<file path="config.mk">
export PLATFORM = sky130hd
export DESIGN_NAME = st_align_unit
export DESIGN_NICKNAME = d
export VERILOG_FILES = /design/src/rtl/st_align_unit.sv
export SDC_FILE = /design/constraint.sdc
export NUM_CORES = 1
export LEC_CHECK = 0
export BUFFER_PORTS_ARGS = -buffer_cell sky130_fd_sc_hd__buf_2
export CORE_MARGIN = 2
export CORE_UTILIZATION = 46
export CTS_CLUSTER_DIAMETER = 200
export DETAILED_ROUTE_END_ITERATION = 7
export HOLD_SLACK_MARGIN = 0.08
export PLACE_DENSITY = 0.85
export RECOVER_POWER = 50
export SETUP_SLACK_MARGIN = 0.5
export SKIP_LAST_GASP = 1
export SYNTH_ARGS = -nofsm -noshare
export SYNTH_HDL_FRONTEND = slang
export SYNTH_SLANG_ARGS = --single-unit
export TNS_END_PERCENT = 5
</file>
<file path="constraint.sdc">
create_clock -name clk -period 2 [get_ports clk]
set_input_delay 0.4 -clock clk [delete_from_list [all_inputs] [get_ports clk]]
set_output_delay 0.4 -clock clk [all_outputs]
set_load 0.01 [all_outputs]
</file>
<file path="src/rtl/st_align_unit.sv">
// Store alignment unit: lane-replicates store data, computes byte enables and runs the
// data-memory write handshake. Define ST_RMW_EN to build read-modify-write for word-only memories.
module st_align_unit (
  input  logic        clk,
  input  logic        rst_n,
  input  logic        req_valid,
  output logic        req_ready,
  input  logic [2:0]  func3,
  input  logic [31:0] addr,
  input  logic [31:0] st_data,
  output logic        dm_req,
  output logic        dm_we,
  output logic [3:0]  dm_web,
  output logic [31:0] dm_addr,
  output logic [31:0] dm_wdata,
  input  logic [31:0] dm_rdata,
  input  logic        dm_ack,
  output logic        done,
  output logic        misalign,
  output logic        illegal
);

  localparam logic [2:0] F3_SB = 3'b000;
  localparam logic [2:0] F3_SH = 3'b001;
  localparam logic [2:0] F3_SW = 3'b010;

  typedef enum logic [1:0] {
`ifdef ST_RMW_EN
    S_READ  = 2'd3,
`endif
    S_IDLE  = 2'd0,
    S_WRITE = 2'd1,
    S_FIN   = 2'd2
  } state_t;

  state_t      r_state;
  state_t      w_next_state;

  logic [2:0]  r_func3;
  logic [31:0] r_addr;
  logic [31:0] r_data;
  logic        r_illegal;
  logic        r_misalign;

  logic        w_accept;
  logic        w_in_illegal;
  logic        w_in_misalign;
  logic        w_go;
  logic [3:0]  w_lane_en;
  logic [31:0] w_lane_data;
  logic [3:0]  w_wr_web;
  logic [31:0] w_wr_data;

  // Request decode works on the live inputs so errors are known in the accept cycle.
  assign w_accept      = req_valid && (r_state == S_IDLE);
  assign w_in_illegal  = !((func3 == F3_SB) || (func3 == F3_SH) || (func3 == F3_SW));
  assign w_in_misalign = ((func3 == F3_SH) && addr[0]) ||
                         ((func3 == F3_SW) && (addr[1:0] != 2'b00));
  assign w_go          = w_accept && !w_in_illegal && !w_in_misalign;

  // NOTE: sequential state uses non-blocking assignments so every flop samples pre-edge values.
  always_ff @(posedge clk or negedge rst_n) begin
    if (!rst_n) r_state <= S_IDLE;
    else        r_state <= w_next_state;
  end

  // NOTE: request registers are plain flops (not a memory array), so they are reset; this keeps
  // dm_addr/dm_wdata at zero out of reset.
  always_ff @(posedge clk or negedge rst_n) begin
    if (!rst_n) begin
      r_func3 <= 3'b000;
      r_addr  <= 32'h0;
      r_data  <= 32'h0;
    end else if (w_accept) begin
      r_func3 <= func3;
      r_addr  <= addr;
      r_data  <= st_data;
    end
  end

  always_ff @(posedge clk or negedge rst_n) begin
    if (!rst_n) begin
      r_illegal  <= 1'b0;
      r_misalign <= 1'b0;
    end else begin
      r_illegal  <= w_accept && w_in_illegal;
      r_misalign <= w_accept && !w_in_illegal && w_in_misalign;
    end
  end

  // NOTE: every combinational output gets a default first so no path can infer a latch.
  always_comb begin
    w_lane_en   = 4'b0000;
    w_lane_data = 32'h0;
    case (r_func3)
      F3_SB: begin
        w_lane_en   = 4'b0001 << r_addr[1:0];
        w_lane_data = {4{r_data[7:0]}};
      end
      F3_SH: begin
        w_lane_en   = 4'b0011 << {r_addr[1], 1'b0};
        w_lane_data = {2{r_data[15:0]}};
      end
      F3_SW: begin
        w_lane_en   = 4'b1111;
        w_lane_data = r_data;
      end
      default: ;
    endcase
  end

`ifdef ST_RMW_EN
  logic [31:0] r_rdata;

  always_ff @(posedge clk or negedge rst_n) begin
    if (!rst_n)                           r_rdata <= 32'h0;
    else if (r_state == S_READ && dm_ack) r_rdata <= dm_rdata;
  end

  // Partial stores write the whole word: fetched bytes with the enabled lanes replaced.
  always_comb begin
    w_wr_web  = w_lane_en;
    w_wr_data = w_lane_data;
    if (w_lane_en != 4'b1111) begin
      w_wr_web = 4'b1111;
      for (int i = 0; i < 4; i++) begin
        w_wr_data[8*i +: 8] = w_lane_en[i] ? w_lane_data[8*i +: 8] : r_rdata[8*i +: 8];
      end
    end
  end
`else
  assign w_wr_web  = w_lane_en;
  assign w_wr_data = w_lane_data;
`endif

  always_comb begin
    w_next_state = r_state;
    case (r_state)
      S_IDLE: begin
        if (w_go) begin
`ifdef ST_RMW_EN
          w_next_state = (func3 != F3_SW) ? S_READ : S_WRITE;
`else
          w_next_state = S_WRITE;
`endif
        end
      end
`ifdef ST_RMW_EN
      S_READ:  if (dm_ack) w_next_state = S_WRITE;
`endif
      S_WRITE: if (dm_ack) w_next_state = S_FIN;
      S_FIN:   w_next_state = S_IDLE;
      default: w_next_state = S_IDLE;
    endcase
  end

  always_comb begin
    req_ready = 1'b0;
    dm_req    = 1'b0;
    dm_we     = 1'b0;
    dm_web    = 4'b0000;
    done      = 1'b0;
    case (r_state)
      S_IDLE:  req_ready = 1'b1;
`ifdef ST_RMW_EN
      S_READ:  dm_req = 1'b1;
`endif
      S_WRITE: begin
        dm_req = 1'b1;
        dm_we  = 1'b1;
        dm_web = w_wr_web;
      end
      S_FIN:   done = 1'b1;
      default: ;
    endcase
  end

  assign dm_addr  = {r_addr[31:2], 2'b00};
  assign dm_wdata = w_wr_data;
  assign misalign = r_misalign;
  assign illegal  = r_illegal;

endmodule

</file>
After elaboration in Yosys (flattened, before gate mapping)
Index checks and enable logic that the tools add are counted.
{ "classes": {"eq_ne": 8, "n_shift": 2, "muxes": 9, "n_reduce_logical": 17} }
{ "ops": {"columns": ["cell", "n"], "rows": [
  ["$pmux 32 s3", 1],
  ["$pmux 4 s3", 1],
  ["$logic_and 1x1->1", 7],
  ["$eq 3x1->1 const B", 2],
  ["$eq 3x2->1 const B", 2],
  ["$logic_not 3->1", 2],
  ["$mux 2", 2],
  ["$mux 4", 1],
  ["$ne 2x2->1 const B", 2],
  ["$pmux 2 s2", 1],
  ["$shl 1x2->4 const A", 1],
  ["$shl 2x2->4 const A", 1],
  ["$logic_or 1x1->1", 3],
  ["$mux 1", 3],
  ["$eq 2x1->1 const B", 1],
  ["$eq 2x2->1 const B", 1],
  ["$logic_not 1->1", 2],
  ["$logic_not 2->1", 1],
  ["$reduce_and 2->1", 1],
  ["$reduce_bool 2->1", 1]
]} }
{ "word_totals": {"regBits": 71} }

Longest topological paths before layout
Gate-level depths: netlist (run 1).
{ "depth": {"ltp_word": 7, "mapped_depth": 6, "mapped_depth_nobuf": 3} }

Worst setup path before layout (run 1)
OpenSTA, ideal clock, no wires.
{ "synth_path": {"kind": "register -> output", "start": "reg r_func3[0]", "end": "out dm_web[1]", "arrival_ns": 1.237, "required_time_ns": 1.600, "path_slack_ns": 0.363, "path_stages_with_launch": 6, "cell_sequence": "dfrtp_1 buf_2 buf_2 a21oi_2 nand2_1 a21oi_1"} }
{ "synth_via": {"elab_chain_cells": 3} }
{ "synth_rtl": {"columns": ["item", "line_no", "text"], "rows": [
  ["start, declared", "39", "logic [2:0] r_func3;"],
  ["start signal, assigned", "75", "r_func3 <= func3;"],
  ["$eq 3x2->1, or another cell as far along", "95", "case (r_func3)"],
  ["$pmux 4 s3 *", "95", null],
  ["$mux 4 *", "163", "case (r_state)"],
  ["end, declared", "13", "output logic [3:0] dm_web,"]
]} }
Every way passes the cells marked *; elsewhere a longest branch is shown, timed or not.

Worst setup path in the final report (run 1)
{ "layout_path": {"start": "reg r_func3[0]", "end": "out dm_wdata[9]"} }
{ "layout_via": {"elab_chain_cells": 2} }
{ "layout_rtl": {"columns": ["item", "line_no", "text"], "rows": [
  ["$eq 3x2->1, or another cell as far along", "95", null],
  ["$pmux 32 s3 *", "95", null],
  ["end, declared", "15", "output logic [31:0] dm_wdata,"]
]} }
Marks and branches as above.

==> results of run 1 <==
## critical path, delay by kind of cell, from the launching register on
kind	cells	cell delay, ns
and+or+nand+nor	1	0.05
xor gates and xnor gates	1	0.18
DFF	1	0.46
buffers and inverters	3	0.43
AOI/OAI and AO/OA	1	0.18
## power by group through the flow
stage	registers [W]	logic, W	clock network (W)
floorplan	0.00186	0.00115	0
global placement	0.00193	0.00141	0
detailed placement	0.00195	0.00144	0
CTS	0.00191	0.00153	0.00115
global route	0.00197	0.00173	0.00122
finish	0.00193	0.00160	0.00112
## metrics by stage
stage | setup slack [ns] | setup TNS, ns | area (µm²)
6_report | -0.02831 | -0.07830 | 4471
5_1_grt | -0.08425 | -1.274 | 4471
4_1_cts | 0.008597 | 0 | 4419
3_5_place_dp | 0.1070 | 0 | 4118
3_3_place_gp | 0.1295 | 0 | 4118
2_1_floorplan | 0.4270 | 0 | 3567
## synthesized netlist by cell type
cell                       instances  share of area
sky130_fd_sc_hd__buf_4            33          0.070
sky130_fd_sc_hd__and2_1            9          0.016
sky130_fd_sc_hd__conb_1            1         0.0011
sky130_fd_sc_hd__inv_1             2         0.0021
sky130_fd_sc_hd__mux2_1            2         0.0064
sky130_fd_sc_hd__a21oi_1           7         0.0099
sky130_fd_sc_hd__nor2_1           28          0.030
sky130_fd_sc_hd__a21oi_2           1         0.0025
sky130_fd_sc_hd__clkbuf_1          3         0.0032
sky130_fd_sc_hd__buf_6             7          0.022
sky130_fd_sc_hd__a22oi_1          22          0.047
sky130_fd_sc_hd__dfrtp_1          71           0.50
sky130_fd_sc_hd__xor2_1            1         0.0025
sky130_fd_sc_hd__nand2_1           9         0.0096
sky130_fd_sc_hd__mux2_4           10          0.043
sky130_fd_sc_hd__nand2b_1          2         0.0036
sky130_fd_sc_hd__nor2b_1           3         0.0053
sky130_fd_sc_hd__o22ai_1           2         0.0036
sky130_fd_sc_hd__nor3b_4           1         0.0053
sky130_fd_sc_hd__inv_2             1         0.0011
sky130_fd_sc_hd__buf_2             5         0.0071
sky130_fd_sc_hd__o21ai_0           4         0.0057
sky130_fd_sc_hd__buf_1             1         0.0011
sky130_fd_sc_hd__nor3b_1           1         0.0021
sky130_fd_sc_hd__mux2_2           61           0.20
## final timing paths
| check | startpoint | endpoint | depth (start not counted) |
|---|---|---|---|
| min reg2reg | r_addr[23] | r_addr[23] | 1 |
| min in group asynchronous | rst_n | r_addr[8] | 2 |
| max | r_func3[0] | dm_wdata[9] | 6 |
| max in group asynchronous | rst_n | r_addr[5] | 3 |
| max reg2reg | r_state[1] | r_data[0] | 3 |
| min | func3[2] | misalign | 2 |
## cell families (layout without fill, tap and decap cells)
family / after synthesis / count (layout) / share of synthesized area
compound gates: 36 / 36 / 0.06859
xor+xnor: 1 / 1 / 0.002488
buf+inv: 52 / 177 / 0.1073
flops: 71 / 71 / 0.5046
mux: 73 / 73 / 0.2441
other cells: 1 / 2 / 0.001065
simple gates: 53 / 53 / 0.07178
## state kept, by name (all words and copies together) (netlist names)
| signal | cells |
|---|---|
| r_addr | 32 |
| r_data | 32 |
| r_func3 | 3 |
| r_state | 2 |
| illegal | 1 |
| misalign | 1 |
## per-layer routing
metal  global-route usage  wire (µm)  share of wire  vias to the layer above
met1               0.2499       3397           0.41                     1264
met2               0.3413       4269           0.52                       75
met3              0.03485        358          0.044                       14
met4              0.08207        185          0.023                        0
met5                    0          0              0                        -
li1                     -          -              -                     1197
## layout make-up
class | instances | area share
Sequential cell | 71 | 0.3980
Multi-Input combinational cell | 165 | 0.3317
Timing Repair Buffer | 158 | 0.1968
Clock buffer | 13 | 0.03331
Tap cell | 99 | 0.02771
Clock inverter | 3 | 0.009516
Inverter | 3 | 0.003079
## timing repair
action / CTS / global route
hold buffers: 1 / 0
endpoints found under the hold margin: 32 / 0
setup buffers: 7 / 1
endpoints found under the setup margin: 90 / 104
pin swaps: 3 / 6
resized for setup: 8 / 12
==> impl_metrics.ini, run 1 <==
[worst_setup_path]
category_of_the_critical_setup_timing_path = register to output port
critical_path.slowest_cell = sky130_fd_sc_hd__dfrtp_2
cp_capture_type = output port
worst-endpoint-required_ns = 1.60
worst_setup_path_start_kind = register
worst_reg2reg_setup_slack_ns = 0.46
worstPathMaxFanout = 7
worstPathArrival_ns = 1.63
worstPathCellList = buf_6 > xor2_4 > buf_12 > a22oi_2 > nor2_1 > buf_2
timing.critical_path.slowest_cell_delay_ns = 0.46

[synthesis]
count_of_unique_library_cells_instantiated_by_yosys = 25
synth.yosys.warnings = 0
netlist_instances = 287
ys_seq_area_frac = 0.5046
synth.avg_cell_area_um2 = 12.27
mappedNetlistArea_um2 = 3521
synth_seq_cells = 71

[sta]
fin_ws_ns = -0.02831
final-setup-viol-count = 7
rsz0062_at_grt = yes
relSlewSlack = 0.4558
worst_slew_pin_slew_ns = 0.8163
min_period_over_period = 1.014
final_hold_fails = 0
report.final.slew_viol_count = 0
timing.hold.ws_ns = 0.2601
fmax_mhz = 493.0
fin_crit_ns = 2.028
clock_skew_ns = 0.009600

[clock_tree]
clockRootBuffer = sky130_fd_sc_hd__clkbuf_8
path_clk_slew_ns = 0.08
cts_tree = done
cts_inserted_buffers = 9
cts.htree.levels = 3
clkSinkCount = 71
clk_path_buf_depth = 2
insertion_delay_ns = 0.33

[routing]
wl_per_cell_um = 16.04
antenna_violating_nets_left = 0
overall_via_count_from_detail_route = 2550
vias_per_cell = 4.980
drc_errors = 0
drt_wl_total_um = 8211
iteration_count_of_the_initial_detailed_routing_pass = 4
drt-initial-drc-count = 124

[power_and_ir_drop]
powerDensity_nw_per_um2 = 1041
max-vdd-ir-drop_v = 0.0005266
switching_share = 0.3223
power_leakage_nw = 2.116
fin_total_pwr_w = 0.004652
power.net_switching_w = 0.001499
cellInternalPower_w = 0.003152
pwr-share-clk = 0.241
comb_power_share = 0.343
power.share.sequential = 0.415

[finish]
multi_input_logic_area_um2 = 1483
insertedDiodeCount = 0
layout.filler_cells = 618
mostFrequentLayoutCells = sky130_fd_sc_hd__buf_2 (122), sky130_fd_sc_hd__dfrtp_1 (69), sky130_fd_sc_hd__mux2_2 (61)
sequential_cell_area_um2 = 1779
syn_to_final_growth_pct = 26.97
most_common_library_cell_in_the_layout_ignoring_fill_and_taps = sky130_fd_sc_hd__buf_2
finish.net_count = 511
final_util = 0.6098
number_of_standard_cells_in_the_layout_taps_in_and_fillers_out = 512
drive_above_1_share = 0.6005

[floorplan]
die-area_um2 = 8370
pin_count = 177
floorplan.initialDensity = 0.4803
rows = 31
die_height_um = 91.49
dieWidth_um = 91.49
fp.coreArea_um2 = 7331

[placed_design]
gp_routability_congestion = 0.8246
placement.io_buffers = 142
place.detailed.instances = 487
place_hpwl_um = 5868

[grt]
grt_overflow = 0
grt_pass1_wl_um = 13120
grt_pass1_vias = 2707
antenna_violations_before_repair = 0
global_route.usage.total = 0.1999
grt_max_degree = 40

[min_path]
worstHoldPathType = input port to register

[flow_run]
drv.max_cap_violation_count = 0

[outcome]
violated_checks = negative setup slack
run_status = finished, violations left
(Power assumes the default switching activity.)
==> inputs of run 2 (changes only) <==
==> constraint.sdc (replaced) <==
create_clock -name clk -period 2 [get_ports clk]
set_input_delay 0.3 -clock clk [delete_from_list [all_inputs] [get_ports clk]]
set_output_delay 0.3 -clock clk [all_outputs]
set_load 0.01 [all_outputs]
==> run 2 against run 1 <==
The flow now finishes without violations; cell count grew 0.78%; final area decreased by 2.1%; clock power fell by 8%; utilization is 1.3 points lower; maximum frequency rose by 4.4%; critical path depth did not move; wire length up 1.5%; register-to-register slack got worse by 0.22 ns; sequential share of layout area up 0.86 points.
==> impl_metrics.ini, run 2 (synthesized netlist as in run 1, its figures left out) <==
[finish]
top_regs = r_addr: 32 flops, r_data: 32 flops, r_func3: 3 flops
drive_above_1_share = 0.5540
mostFrequentLayoutCells = sky130_fd_sc_hd__buf_2 (109), sky130_fd_sc_hd__dfrtp_1 (69), sky130_fd_sc_hd__mux2_2 (61)
most_common_library_cell_in_the_layout_ignoring_fill_and_taps = sky130_fd_sc_hd__buf_2
syn_to_final_growth_pct = 24.27
fin_area_um2 = 4375
finish.net_count = 515
number_of_standard_cells_in_the_layout_taps_in_and_fillers_out = 516
insertedDiodeCount = 0

[clock_tree]
path_clk_slew_ns = 0.08
cts_tree = done
cts.htree.levels = 3
cts_inserted_buffers = 9
clockRootBuffer = sky130_fd_sc_hd__clkbuf_8
clk_path_buf_depth = 2
clkSinkCount = 71
insertion_delay_ns = 0.33

[sta]
min_period_over_period = 0.9718
final_hold_fails = 0
clock_skew_ns = 0.008098
fmax_mhz = 514.5
fin_ws_ns = 0.05633
final-setup-viol-count = 0
worst_slew_pin_slew_ns = 0.9509
rsz0062_at_grt = yes
fin_tns_setup_ns = 0
relSlewSlack = 0.3661
report.final.slew_viol_count = 0
fin_crit_ns = 1.944

[min_path]
min_to = r_state[0]
worst_hold_startpoint = dm_ack
worstHoldPathCells = 2
worstHoldPathType = input port to register

[routing]
wl_per_cell_um = 16.15
vias_per_cell = 4.961
drc_errors = 0
iteration_count_of_the_initial_detailed_routing_pass = 4
drt-initial-drc-count = 86
drt_wl_total_um = 8335
overall_via_count_from_detail_route = 2560
antenna_violating_nets_left = 0

[grt]
grt_max_degree = 45
groute.layer.met2.usage = 0.3303
grt_overflow = 0
use_met1 = 0.2458
antenna_violations_before_repair = 0
grt_pass1_wl_um = 13000
global_route.usage.total = 0.1956
globalRoute.busiestLayer = met2
grt_pass1_vias = 2673
met3_usage = 0.04315

[placed_design]
placement.io_buffers = 142
placedInstanceArea_um2 = 4083
gp_routability_congestion = 0.7887
place.detailed.instances = 490
detailedPlace.worstSlack_ns = 0.2819
place_hpwl_um = 5930

[worst_setup_path]
worstPathArrival_ns = 1.64
worst_path_most_repeated_cell = sky130_fd_sc_hd__buf_6
worst_reg2reg_setup_slack_ns = 0.24
worstPathMaxFanout = 7
timing.critical_path.slowest_cell_delay_ns = 0.45
reg2reg_depth = 3
worst-endpoint-required_ns = 1.70
critical_path.reg2reg.startpoint = r_state[1]
category_of_the_critical_setup_timing_path = register to output port
cp_capture_type = output port
critical_path_buf_inv_count = 3
worst_path_dominant_cell_family = buffers and inverters
worstPathCellList = buf_6 > nor2b_4 > buf_6 > a22oi_2 > nor2_1 > buf_2
critical_path.slowest_cell = sky130_fd_sc_hd__dfrtp_2
worst_setup_path_start_kind = register
timing.rr.end = r_data[22]

[floorplan]
die-area_um2 = 8370
floorplan.initialDensity = 0.4803
fp.coreArea_um2 = 7331
pin_count = 177
dieWidth_um = 91.49
rows = 31
die_height_um = 91.49

[power_and_ir_drop]
max-vdd-ir-drop_v = 0.0004513
powerDensity_nw_per_um2 = 1024
fin_total_pwr_w = 0.004479
power_leakage_nw = 2.077

[outcome]
run_status = finished, final reports clean

[flow_run]
drv.max_cap_violation_count = 0
-- run 2: final cells by class --
class | count | area, µm²
Sequential cell | 71 | 1779
Multi-Input combinational cell | 165 | 1436
Timing Repair Buffer | 162 | 849.6
Clock buffer | 11 | 141.4
Tap cell | 99 | 123.9
Inverter | 3 | 11.26
Clock inverter | 5 | 33.78
Fill cell | 633 | 2955
-- run 2: worst max path at each step --
stage | end | cells after the start | start | slack, ns
after floorplan | dm_web[1] | 5 | r_func3[0] | 0.46
after CTS | dm_web[1] | 4 | r_state[0] | 0.1
after global routing | dm_web[1] | 4 | r_state[0] | 0.006
final | dm_wdata[27] | 6 | r_func3[0] | 0.06
after detailed placement | dm_wdata[10] | 5 | r_func3[0] | 0.28
after global placement | dm_wdata[15] | 4 | r_func3[0] | 0.29
-- run 2: where the power goes --
group	switching, W	internal, W
Sequential	0.000219	0.00171
Combinational	0.000743	0.000774
Clock	0.000547	0.000482
-- run 2: worst reg2reg max path: stages (launching register included) --
cell	delay, ns
sky130_fd_sc_hd__dfrtp_1	0.43
sky130_fd_sc_hd__nor3b_4	0.21
sky130_fd_sc_hd__clkbuf_4	0.57
sky130_fd_sc_hd__mux2_2	0.44
-- run 2: stage by stage --
stage | hold slack, ns | utilization
after floorplan | 0.004409 | -
after global placement | 0.2909 | 0.5569
after detailed placement | 0.3017 | 0.5569
after CTS | 0.1396 | 0.5945
after global routing | 0.1428 | 0.5969
final | 0.1578 | 0.5969
-- run 2: metal layers --
layer | part of all wire | wire length, µm
met1 | 0.42 | 3494
met2 | 0.51 | 4292
met3 | 0.048 | 399
met4 | 0.018 | 148
met5 | 0 | 0
-- run 2: timing repair --
item,4_1_cts,5_1_grt
setup endpoints to repair,64,94
gates cloned,1,0
buffers inserted,4,4
gates resized for setup,13,11
pin swaps,3,4
hold buffers,1,0
hold endpoints to repair,37,0
